==> src/rtl/if_fetch_stage.sv <==
// if_fetch_stage: instruction-fetch stage of the 5-stage RV32 pipeline.
// Owns the PC and issues at most one outstanding request to the instruction
// memory wrapper. Drives the IF/ID register that feeds decode. A three-state
// controller handles the request, the wait for the response, and holding a
// response while decode is stalled.
// EX-stage redirects reload the PC. They flush IF/ID and mark any in-flight
// response as stale.
// Optional build macro FETCH_PERF_EN adds the fetch and bubble performance
// counters perf_fetch_cnt and perf_bubble_cnt.
module if_fetch_stage #(
  parameter logic [31:0] RESET_PC = 32'h0000_0000,
  parameter logic [31:0] NOP_INST = 32'h0000_0013
) (
  input  logic        clk,
  input  logic        rst_n,
  input  logic        redirect_valid,
  input  logic [31:0] redirect_pc,
  input  logic        id_stall,
  output logic        imem_req_valid,
  input  logic        imem_req_ready,
  output logic [31:0] imem_req_addr,
  input  logic        imem_rsp_valid,
  input  logic [31:0] imem_rsp_data,
  output logic        id_valid,
  output logic [31:0] id_pc,
  output logic [31:0] id_inst
`ifdef FETCH_PERF_EN
  ,
  output logic [31:0] perf_fetch_cnt,
  output logic [31:0] perf_bubble_cnt
`endif
);

  localparam logic [1:0] ST_REQ  = 2'd0;
  localparam logic [1:0] ST_WAIT = 2'd1;
  localparam logic [1:0] ST_HOLD = 2'd2;

  logic [1:0]  r_state;
  logic [31:0] r_pc;
  logic [31:0] r_inflight_pc;
  logic        r_discard;
  logic [31:0] r_hold_inst;
  logic [31:0] r_hold_pc;
  logic        r_id_valid;
  logic [31:0] r_id_pc;
  logic [31:0] r_id_inst;

  logic [31:0] w_redirect_target;
  logic [31:0] w_pc_inc;
  logic        w_idif_free;
  logic        w_rsp_keep;
  logic        w_load_rsp;
  logic        w_to_hold;
  logic        w_load_hold;
  logic        w_load;
  logic [31:0] w_load_inst;
  logic [31:0] w_load_pc;

  // Redirect targets are forced word-aligned; the sequential PC wraps at 2^32.
  assign w_redirect_target = redirect_pc & ~32'd3;
  assign w_pc_inc          = r_pc + 32'd4;

  // IF/ID can take a new instruction if it is empty or being consumed now.
  assign w_idif_free = !r_id_valid || !id_stall;

  // A response is useful only in WAIT, when it is not stale and no redirect
  // is killing it this cycle.
  assign w_rsp_keep  = (r_state == ST_WAIT) && imem_rsp_valid && !r_discard && !redirect_valid;
  assign w_load_rsp  = w_rsp_keep && w_idif_free;
  assign w_to_hold   = w_rsp_keep && !w_idif_free;
  assign w_load_hold = (r_state == ST_HOLD) && !id_stall && !redirect_valid;
  assign w_load      = w_load_rsp || w_load_hold;
  assign w_load_inst = w_load_hold ? r_hold_inst : imem_rsp_data;
  assign w_load_pc   = w_load_hold ? r_hold_pc : r_inflight_pc;

  // A request is only presented in REQ. It is suppressed while reset is held.
  assign imem_req_valid = rst_n && (r_state == ST_REQ);
  assign imem_req_addr  = r_pc;

  assign id_valid = r_id_valid;
  assign id_pc    = r_id_pc;
  assign id_inst  = r_id_inst;

  // Fetch controller: the PC, the state and the stale-response flag.
  // A redirect takes priority over everything else.
  always_ff @(posedge clk) begin
    if (!rst_n) begin
      r_state       <= ST_REQ;
      r_pc          <= RESET_PC;
      r_inflight_pc <= 32'd0;
      r_discard     <= 1'b0;
    end else if (redirect_valid) begin
      r_pc <= w_redirect_target;
      case (r_state)
        ST_REQ: begin
          if (imem_req_ready) begin
            r_state   <= ST_WAIT;
            r_discard <= 1'b1;
          end
        end
        ST_WAIT: begin
          if (imem_rsp_valid) begin
            r_state   <= ST_REQ;
            r_discard <= 1'b0;
          end else begin
            r_discard <= 1'b1;
          end
        end
        default: begin
          r_state <= ST_REQ;
        end
      endcase
    end else begin
      case (r_state)
        ST_REQ: begin
          if (imem_req_ready) begin
            r_inflight_pc <= r_pc;
            r_pc          <= w_pc_inc;
            r_state       <= ST_WAIT;
          end
        end
        ST_WAIT: begin
          if (imem_rsp_valid) begin
            r_discard <= 1'b0;
            if (r_discard || w_idif_free) begin
              r_state <= ST_REQ;
            end else begin
              r_state <= ST_HOLD;
            end
          end
        end
        ST_HOLD: begin
          if (!id_stall) begin
            r_state <= ST_REQ;
          end
        end
        default: begin
          r_state <= ST_REQ;
        end
      endcase
    end
  end

  // Hold buffer: parks a response that arrived while decode was stalled.
  always_ff @(posedge clk) begin
    if (!rst_n) begin
      r_hold_inst <= 32'd0;
      r_hold_pc   <= 32'd0;
    end else if (redirect_valid) begin
      r_hold_inst <= 32'd0;
      r_hold_pc   <= 32'd0;
    end else if (w_to_hold) begin
      r_hold_inst <= imem_rsp_data;
      r_hold_pc   <= r_inflight_pc;
    end
  end

  // IF/ID register: flushed by a redirect, loaded by a fresh instruction,
  // emptied to a bubble when consumed, and frozen while decode stalls.
  always_ff @(posedge clk) begin
    if (!rst_n) begin
      r_id_valid <= 1'b0;
      r_id_pc    <= 32'd0;
      r_id_inst  <= NOP_INST;
    end else if (redirect_valid) begin
      r_id_valid <= 1'b0;
      r_id_inst  <= NOP_INST;
    end else if (w_load) begin
      r_id_valid <= 1'b1;
      r_id_pc    <= w_load_pc;
      r_id_inst  <= w_load_inst;
    end else if (!id_stall) begin
      r_id_valid <= 1'b0;
      r_id_inst  <= NOP_INST;
    end
  end

`ifdef FETCH_PERF_EN
  logic [31:0] r_perf_fetch_cnt;
  logic [31:0] r_perf_bubble_cnt;

  assign perf_fetch_cnt  = r_perf_fetch_cnt;
  assign perf_bubble_cnt = r_perf_bubble_cnt;

  // Performance counters: instructions delivered to decode, and empty
  // cycles that decode was ready to accept. Redirects do not affect them.
  always_ff @(posedge clk) begin
    if (!rst_n) begin
      r_perf_fetch_cnt  <= 32'd0;
      r_perf_bubble_cnt <= 32'd0;
    end else begin
      if (w_load) begin
        r_perf_fetch_cnt <= r_perf_fetch_cnt + 32'd1;
      end
      if (!r_id_valid && !id_stall) begin
        r_perf_bubble_cnt <= r_perf_bubble_cnt + 32'd1;
      end
    end
  end
`endif

endmodule

==> config.mk <==
export PLATFORM = sky130hd
export DESIGN_NAME = if_fetch_stage
export DESIGN_NICKNAME = d
export VERILOG_FILES = /design/src/rtl/if_fetch_stage.sv
export SDC_FILE = /design/constraint.sdc
export NUM_CORES = 1
export LEC_CHECK = 0
export CAP_MARGIN = 20
export CORE_AREA = 2 2 129 131
export CTS_BUF_LIST = sky130_fd_sc_hd__clkbuf_8
export CTS_CLUSTER_SIZE = 24
export DETAILED_ROUTE_END_ITERATION = 8
export DIE_AREA = 0 0 131 133
export HOLD_SLACK_MARGIN = 0.15
export PLACE_DENSITY = 0.78
export SLEW_MARGIN = 20
export SYNTH_ARGS = -nofsm -noshare
export SYNTH_HDL_FRONTEND = slang
export SYNTH_SLANG_ARGS = --single-unit
==> constraint.sdc <==
create_clock -name clk -period 2.4 [get_ports clk]
set_input_delay 0.48 -clock clk [delete_from_list [all_inputs] [get_ports clk]]
set_output_delay 0.48 -clock clk [all_outputs]
set_load 0.005 [all_outputs]
==> results.toml, run 1 <==
[timing]
unrepaired_setup_endpoints_after_global_routing = "false"
final.min_clock_period_ns = 2.262
timing.max_slew.rel_slack_pct = 53.51
timing.fmax_ghz = 0.4420
report.final.hold_viol_count = 0
transition_time_at_the_pin_with_the_least_slew_margin_ns = 0.6973
finalClockSkew_ns = 0.009450
holdWs_ns = 0.4547
post-route-period-util_pct = 94.26
finalSetupViolations = 0
finalWorstSetupSlack_ns = 0.1377
timing.final.max_slew_violations = 0

[min_path]
classification_of_the_worst_slack_hold_path = "flip-flop to flip-flop"

[layout]
insertedDiodeCount = 0
final_cells = 1315
n_fill_cell = 1354
finalCoreUtilization_pct = 63.74
drive_gt1_share_pct = 10.32
syn2layout_area_growth_pct = 30.18
num-nets-final = 1154

[clock_tree]
cts_made_buffers = 17
post-cts-setup-buffers = 0
clkSlewWorstSetupHoldPaths_ns = 0.08
postCtsResizedCells = 0
cts_tree = "built"
cts_num_sinks = 188
clk_root_buffer_cell = "clkbuf_8"
clock_buffer_depth = 2
clock_latency_ns = 0.47
cts.hold.buffers_added = 0
cts_max_level = 4

[yosys]
edff_count_synth = 0
syn_area_mm2 = 0.007918
postSynthAreaPerCell_um2 = 8.459
yosysSeqAreaShare_pct = 47.53
yosys_register_bits = 188
synthTopCellsByArea = "dfxtp_1 (48%), nand2_1 (9.6%), a21oi_1 (6.3%)"
post-synth-top-area-fraction_pct = 47.53
synth_cell_types = 58
synth_ff_type = "dfxtp_1"
synth-async-reset-ratio_pct = 0
synthCells = 936
synth_largest_area_cell = "dfxtp_1"
synth_warnings = 0

[global_route]
grt_util_met2_pct = 35.55
largest_net_degree_at_the_start_of_global_routing = 79
global_route_wire_length_before_repair_mm = 32.72
vias_in_the_first_global_route = 6564
globalRoute.busiestLayer = "met2"
overflow = 0
gr-usage-met3_pct = 4.610
grt_util_all_layers_pct = 23.58
antenna_found_initial = 0
globalRouteMet1Util_pct = 33.40

[worst_setup_path]
cp.arrival_ns = 1.78
setup.worst_path.class = "input pin to output pin"
crit_path_cell_trace = "clkdlybuf4s50_1 -> inv_2 -> nor3_1 -> clkdlybuf4s50_1"
maximum_fanout_count_along_the_critical_path = 2
cpMostUsedCell = "clkdlybuf4s50_1"
cp_num_buf_inv = 3
critical-path-slowest-cell = "clkdlybuf4s50_1"
worst_setup_path_start_kind = "input pin"
endpoint_kind = "output pin"
critPathRequiredTime_ns = 1.92
worst_path_largest_cell_delay_ns = 0.56
path_delay_family = "buffers and inverters"

[detailed_routing]
routed_via_density = 5.512
drt.antenna.violating_nets = 0
drc_errors = 0
detail_route.wl_per_cell_um = 15.69
drt_pass1_iterations = 5
postRouteWirelength_mm = 20.63
vias = 7248
detailedRoute.firstIterationViolations = 454

[floorplanning]
placementRows = 47
floorplan.die_area_mm2 = 0.01742
initial_core_util_pct = 48.96
fp.dieH_um = 133
top_level_ports = 168
die_width_um = 131
design.core.area_mm2 = 0.01617

[pwr]
leakagePower_nw = 3.255
vdd_drop_max_uv = 394.4
pwrdens_mw_per_mm2 = 570.9
fin_total_pwr_mw = 5.884

[run]
cap_viol_max_count = 0

[placement]
dp_hpwl_mm = 14.29
placedCellCount = 1284
dpl_worst_slack_ns = -0.07423
gp_congestion = 0.8938
numPortBuffers = 161

[run_status]
outcome = "complete, no violations"
## layout by cell type (no fill, tap or decap), types with 5 or more instances in the layout
| master | synthesis | final |
|---|---|---|
| nand2_1 | 203 | 203 |
| dfxtp_1 | 188 | 188 |
| clkdlybuf4s50_1 | 0 | 161 |
| a21oi_1 | 99 | 99 |
| nor2_1 | 77 | 77 |
| a211oi_1 | 36 | 36 |
| buf_4 | 4 | 33 |
| mux2_2 | 32 | 32 |
| mux2i_1 | 32 | 32 |
| o21ai_0 | 29 | 29 |
| a22oi_1 | 29 | 29 |
| clkbuf_8 | 0 | 19 |
| a31oi_1 | 14 | 14 |
| nand4_1 | 13 | 13 |
| nand3_1 | 11 | 11 |
| buf_12 | 0 | 9 |
| or4_1 | 8 | 8 |
| or3_1 | 7 | 7 |
| nor3_1 | 6 | 6 |
| o31ai_1 | 6 | 6 |
| nor4_1 | 5 | 5 |
| xnor2_1 | 5 | 5 |
## state kept, by name, indices dropped and copies added (netlist names)
name	flops
r_hold_pc	30
id_pc	30
r_discard	1
r_hold_inst	32
imem_req_addr	30
id_valid	1
r_inflight_pc	30
r_state	2
id_inst	32
## where the power goes
| group | leakage, nW | internal [mW] | switching [mW] | total (mW) |
|---|---|---|---|---|
| sequential | 1.53 | 3.19 | 0.0941 | 3.29 |
| clock | 0.182 | 0.860 | 1.11 | 1.97 |
| combinational | 1.55 | 0.346 | 0.285 | 0.631 |
## cell type report
cell class	count	area (um^2)	area share (%)
clock buffer	19	261.5	2.537
clock inverter	12	100.1	0.9711
inverter	3	11.26	0.1092
multi-input combinational	670	3856	37.41
sequential	188	3764	36.51
tap	220	275.3	2.671
timing repair buffer	203	2039	19.79
## tightest hold or removal path, stage by stage, from the launching register on
cell and delay, ns:
dfxtp_1 0.32, nand2_1 0.05, a21oi_1 0.05
## path summary, 6_finish.rpt
path | start | end | slack (ns) | depth (start not counted)
worst max-delay path | rst_n | imem_req_valid | 0.14 | 4
worst min register to register | r_hold_inst[31] | r_hold_inst[31] | 0.45 | 2
worst max register to register | imem_req_addr[3] | imem_req_addr[26] | 0.37 | 6
worst min-delay path | r_hold_inst[31] | r_hold_inst[31] | 0.45 | 2
## stage by stage
stage	area, um^2	setup TNS, ns
2_1_floorplan	7929	0
4_1_cts	10310	0
3_3_place_gp	9946	-0.004231
6_report	10310	0
3_5_place_dp	9946	-0.08361
5_1_grt	10310	0
## synth_stat cells (4+ instances only)
| library cell | count |
|---|---|
| nand4_1 | 13 |
| clkbuf_1 | 55 |
| and4_1 | 4 |
| nor4_1 | 5 |
| nand2_1 | 203 |
| a211oi_1 | 36 |
| or3_1 | 7 |
| or4_1 | 8 |
| o31ai_1 | 6 |
| dfxtp_1 | 188 |
| nor2_1 | 77 |
| and3_1 | 4 |
| nor3_1 | 6 |
| buf_4 | 4 |
| a22oi_1 | 29 |
| o21ai_0 | 29 |
| nand3_1 | 11 |
| a31oi_1 | 14 |
| xnor2_1 | 5 |
| mux2_2 | 32 |
| a21oi_1 | 99 |
| mux2i_1 | 32 |
| xor2_1 | 4 |
| buf_2 | 17 |
## per-layer routing
| metal | share of wire [%] | wire length, um |
|---|---|---|
| met2 | 46 | 9444 |
| met1 | 47 | 9593 |
| met3 | 5.8 | 1192 |
| met4 | 1.9 | 395 |
| met5 | 0 | 0 |
## cell families after synthesis
logic type	synth area share, %
multiplexers	8.597
adder cells (fa/ha/maj)	0.1580
flip-flops	47.53
AND/OR/NAND/NOR	20.54
other	0.04736
XOR/XNOR	0.9955
AO/OA/AOI/OAI	17.83
buffers and inverters	4.298
Power figures use the tool's default switching activity.
==> run 2: changes to the inputs <==
ABC_AREA = 1   (was default)
CORE_AREA = 2 2 133 135   (was 2 2 129 131)
DIE_AREA = 0 0 135 137   (was 0 0 131 133)
HOLD_SLACK_MARGIN = default   (was 0.15)
PLACE_DENSITY = 0.77   (was 0.78)
==> run 2 against run 1 <==
Sequential cell count unchanged. Register-to-register slack better by 0.05 ns. Core utilization down 1.3 points. Die area up 6.2%. Total power up 3.8%. Clock power up 7%. Wire length up 9.9%. Sequential power about the same. Largest cell class unchanged. Highest routed layer unchanged.
==> results.toml, run 2 <==
[floorplanning]
design.core.area_mm2 = 0.01706
initial_core_util_pct = 49.09
floorplan.die_area_mm2 = 0.01850
placementRows = 48
die_width_um = 135
top_level_ports = 168
fp.dieH_um = 137

[global_route]
vias_in_the_first_global_route = 7407
antenna_found_initial = 0
grt_util_all_layers_pct = 24.74
global_route_wire_length_before_repair_mm = 36.54
largest_net_degree_at_the_start_of_global_routing = 65
overflow = 0

[timing]
timing.final.max_slew_violations = 0
holdWs_ns = 0.4504
unrepaired_setup_endpoints_after_global_routing = "false"
finalSetupViolations = 0
transition_time_at_the_pin_with_the_least_slew_margin_ns = 0.6383
finalClockSkew_ns = 0.01412
report.final.hold_viol_count = 0
timing.max_slew.rel_slack_pct = 57.45
post-route-period-util_pct = 92.71
final.min_clock_period_ns = 2.225
setup_total_negative_slack_ns = 0
finalWorstSetupSlack_ns = 0.1750
timing.fmax_ghz = 0.4494

[detailed_routing]
drt.antenna.violating_nets = 0
vias = 8134
detailedRoute.firstIterationViolations = 522
routed_via_density = 5.234
drt_pass1_iterations = 4
drc_errors = 0
detail_route.wl_per_cell_um = 14.59
postRouteWirelength_mm = 22.67

[worst_setup_path]
ff2ff_setup_slack_ns = 0.42
reg2reg_to = "imem_req_addr[20]"
worst_setup_path_start_kind = "flip-flop"
reg2reg_path_depth = 10
setup.worst_path.class = "flip-flop to output pin"
endpoint_kind = "output pin"
worst_path_largest_cell_delay_ns = 0.56
crit_path_cell_trace = "inv_1 -> nand2_1 -> nor2_1 -> clkdlybuf4s50_1"
cp.arrival_ns = 1.74
maximum_fanout_count_along_the_critical_path = 5
timing.rr.start = "imem_req_addr[3]"
critPathRequiredTime_ns = 1.92
critical-path-slowest-cell = "clkdlybuf4s50_1"

[yosys]
postSynthAreaPerCell_um2 = 7.096
syn_area_mm2 = 0.008373
synthCells = 1180
yosysSeqAreaShare_pct = 44.95
yosys_register_bits = 188
post-synth-top-area-fraction_pct = 44.95
synthTopCellsByArea = "dfxtp_1 (45%), nand2_1 (9.1%), o21ai_0 (9.1%)"
synthTopCellsByCount = "nand2_1 (204), dfxtp_1 (188), nor2_1 (160)"
synth_ff_type = "dfxtp_1"
synth_warnings = 0
edff_count_synth = 0
synthMostInstantiatedCell = "nand2_1"
synth_largest_area_cell = "dfxtp_1"
synth-async-reset-ratio_pct = 0
synth_cell_types = 38

[clock_tree]
cts_tree = "built"
clkSlewWorstSetupHoldPaths_ns = 0.10
cts.hold.buffers_added = 0
cts_max_level = 4
postCtsResizedCells = 0
cts_num_sinks = 188
clock_buffer_depth = 2
cts_made_buffers = 17
clock_latency_ns = 0.48
clk_root_buffer_cell = "clkbuf_8"
post-cts-setup-buffers = 0

[run_status]
outcome = "complete, no violations"

[placement]
dpl_worst_slack_ns = 0.1284
placed_cell_area_mm2 = 0.01026
gp_congestion = 0.9028
placedCellCount = 1522
numPortBuffers = 161
dp_hpwl_mm = 15.55

[layout]
insertedDiodeCount = 0
finalCoreUtilization_pct = 62.46
num-nets-final = 1387
final_cells = 1554
mostFrequentLayoutCell = "nand2_1"
layout_common_cells = "nand2_1 (204), dfxtp_1 (188), clkdlybuf4s50_1 (160)"
syn2layout_area_growth_pct = 27.24
finalInstanceArea_mm2 = 0.01065
drive_gt1_share_pct = 6.998

[min_path]
classification_of_the_worst_slack_hold_path = "flip-flop to flip-flop"
hold_depth = 2
whs_endpoint = "r_hold_pc[30]"
timing.hold.worst.start = "r_hold_pc[30]"

[run]
cap_viol_max_count = 0

[pwr]
fin_total_pwr_mw = 6.107
leakagePower_nw = 4.111
pwrdens_mw_per_mm2 = 573.2
vdd_drop_max_uv = 373.7
-- run 2: critical path: cells and delay by family, from the launching register on --
kind | cells | cell delay [ns]
DFF | 1 | 0.33
buffers and inverters | 2 | 0.69
and+or+nand+nor | 2 | 0.26
-- run 2: worst max-delay path by stage --
| stage | depth (start not counted) | end | start |
|---|---|---|---|
| 2_1_floorplan | 8 | id_inst[0] | id_stall |
| 3_3_place_gp | 9 | id_inst[1] | redirect_valid |
| 3_5_place_dp | 8 | id_inst[12] | redirect_valid |
| 4_1_cts | 4 | imem_req_valid | r_state[1] |
| 5_1_grt | 4 | imem_req_valid | r_state[1] |
| 6_report | 4 | imem_req_valid | r_state[1] |
-- run 2: routing by layer --
layer / vias up / track usage [%] / wire length, um / share of wire (%)
met3: 28 / 4.370 / 1545 / 6.8
met5: - / 0 / 0 / 0
met2: 278 / 39.17 / 10250 / 45
met1: 3704 / 34.71 / 10530 / 46
met4: 0 / 7.176 / 344 / 1.5
li1: 4124 / - / - / -
-- run 2: where the power goes --
| part | switching, mW | internal (mW) |
|---|---|---|
| logic | 0.352 | 0.341 |
| registers | 0.0913 | 3.21 |
| clock network | 1.25 | 0.866 |
| total | 1.69 | 4.42 |
-- run 2: cell type report --
cell class	count	area, um^2
inverters	122	457.9
clock buffers	17	234.0
fillers	1593	6402
well taps	225	281.5
multi-input cells	792	3775
repair buffers	195	1987
clock inverters	15	155.1
flip-flops and latches	188	3764
-- run 2: cell families after synthesis --
group                    after synthesis  share of synthesized area, %
buffers and inverters                203                         10.24
flip-flops                           188                         44.95
multiplexers                           9                         1.210
adder cells (fa/ha/maj)                1                        0.1494
other                                  1                       0.04479
XOR/XNOR                               4                        0.4185
AO/OA/AOI/OAI                        307                         19.87
AND/OR/NAND/NOR                      467                         23.12
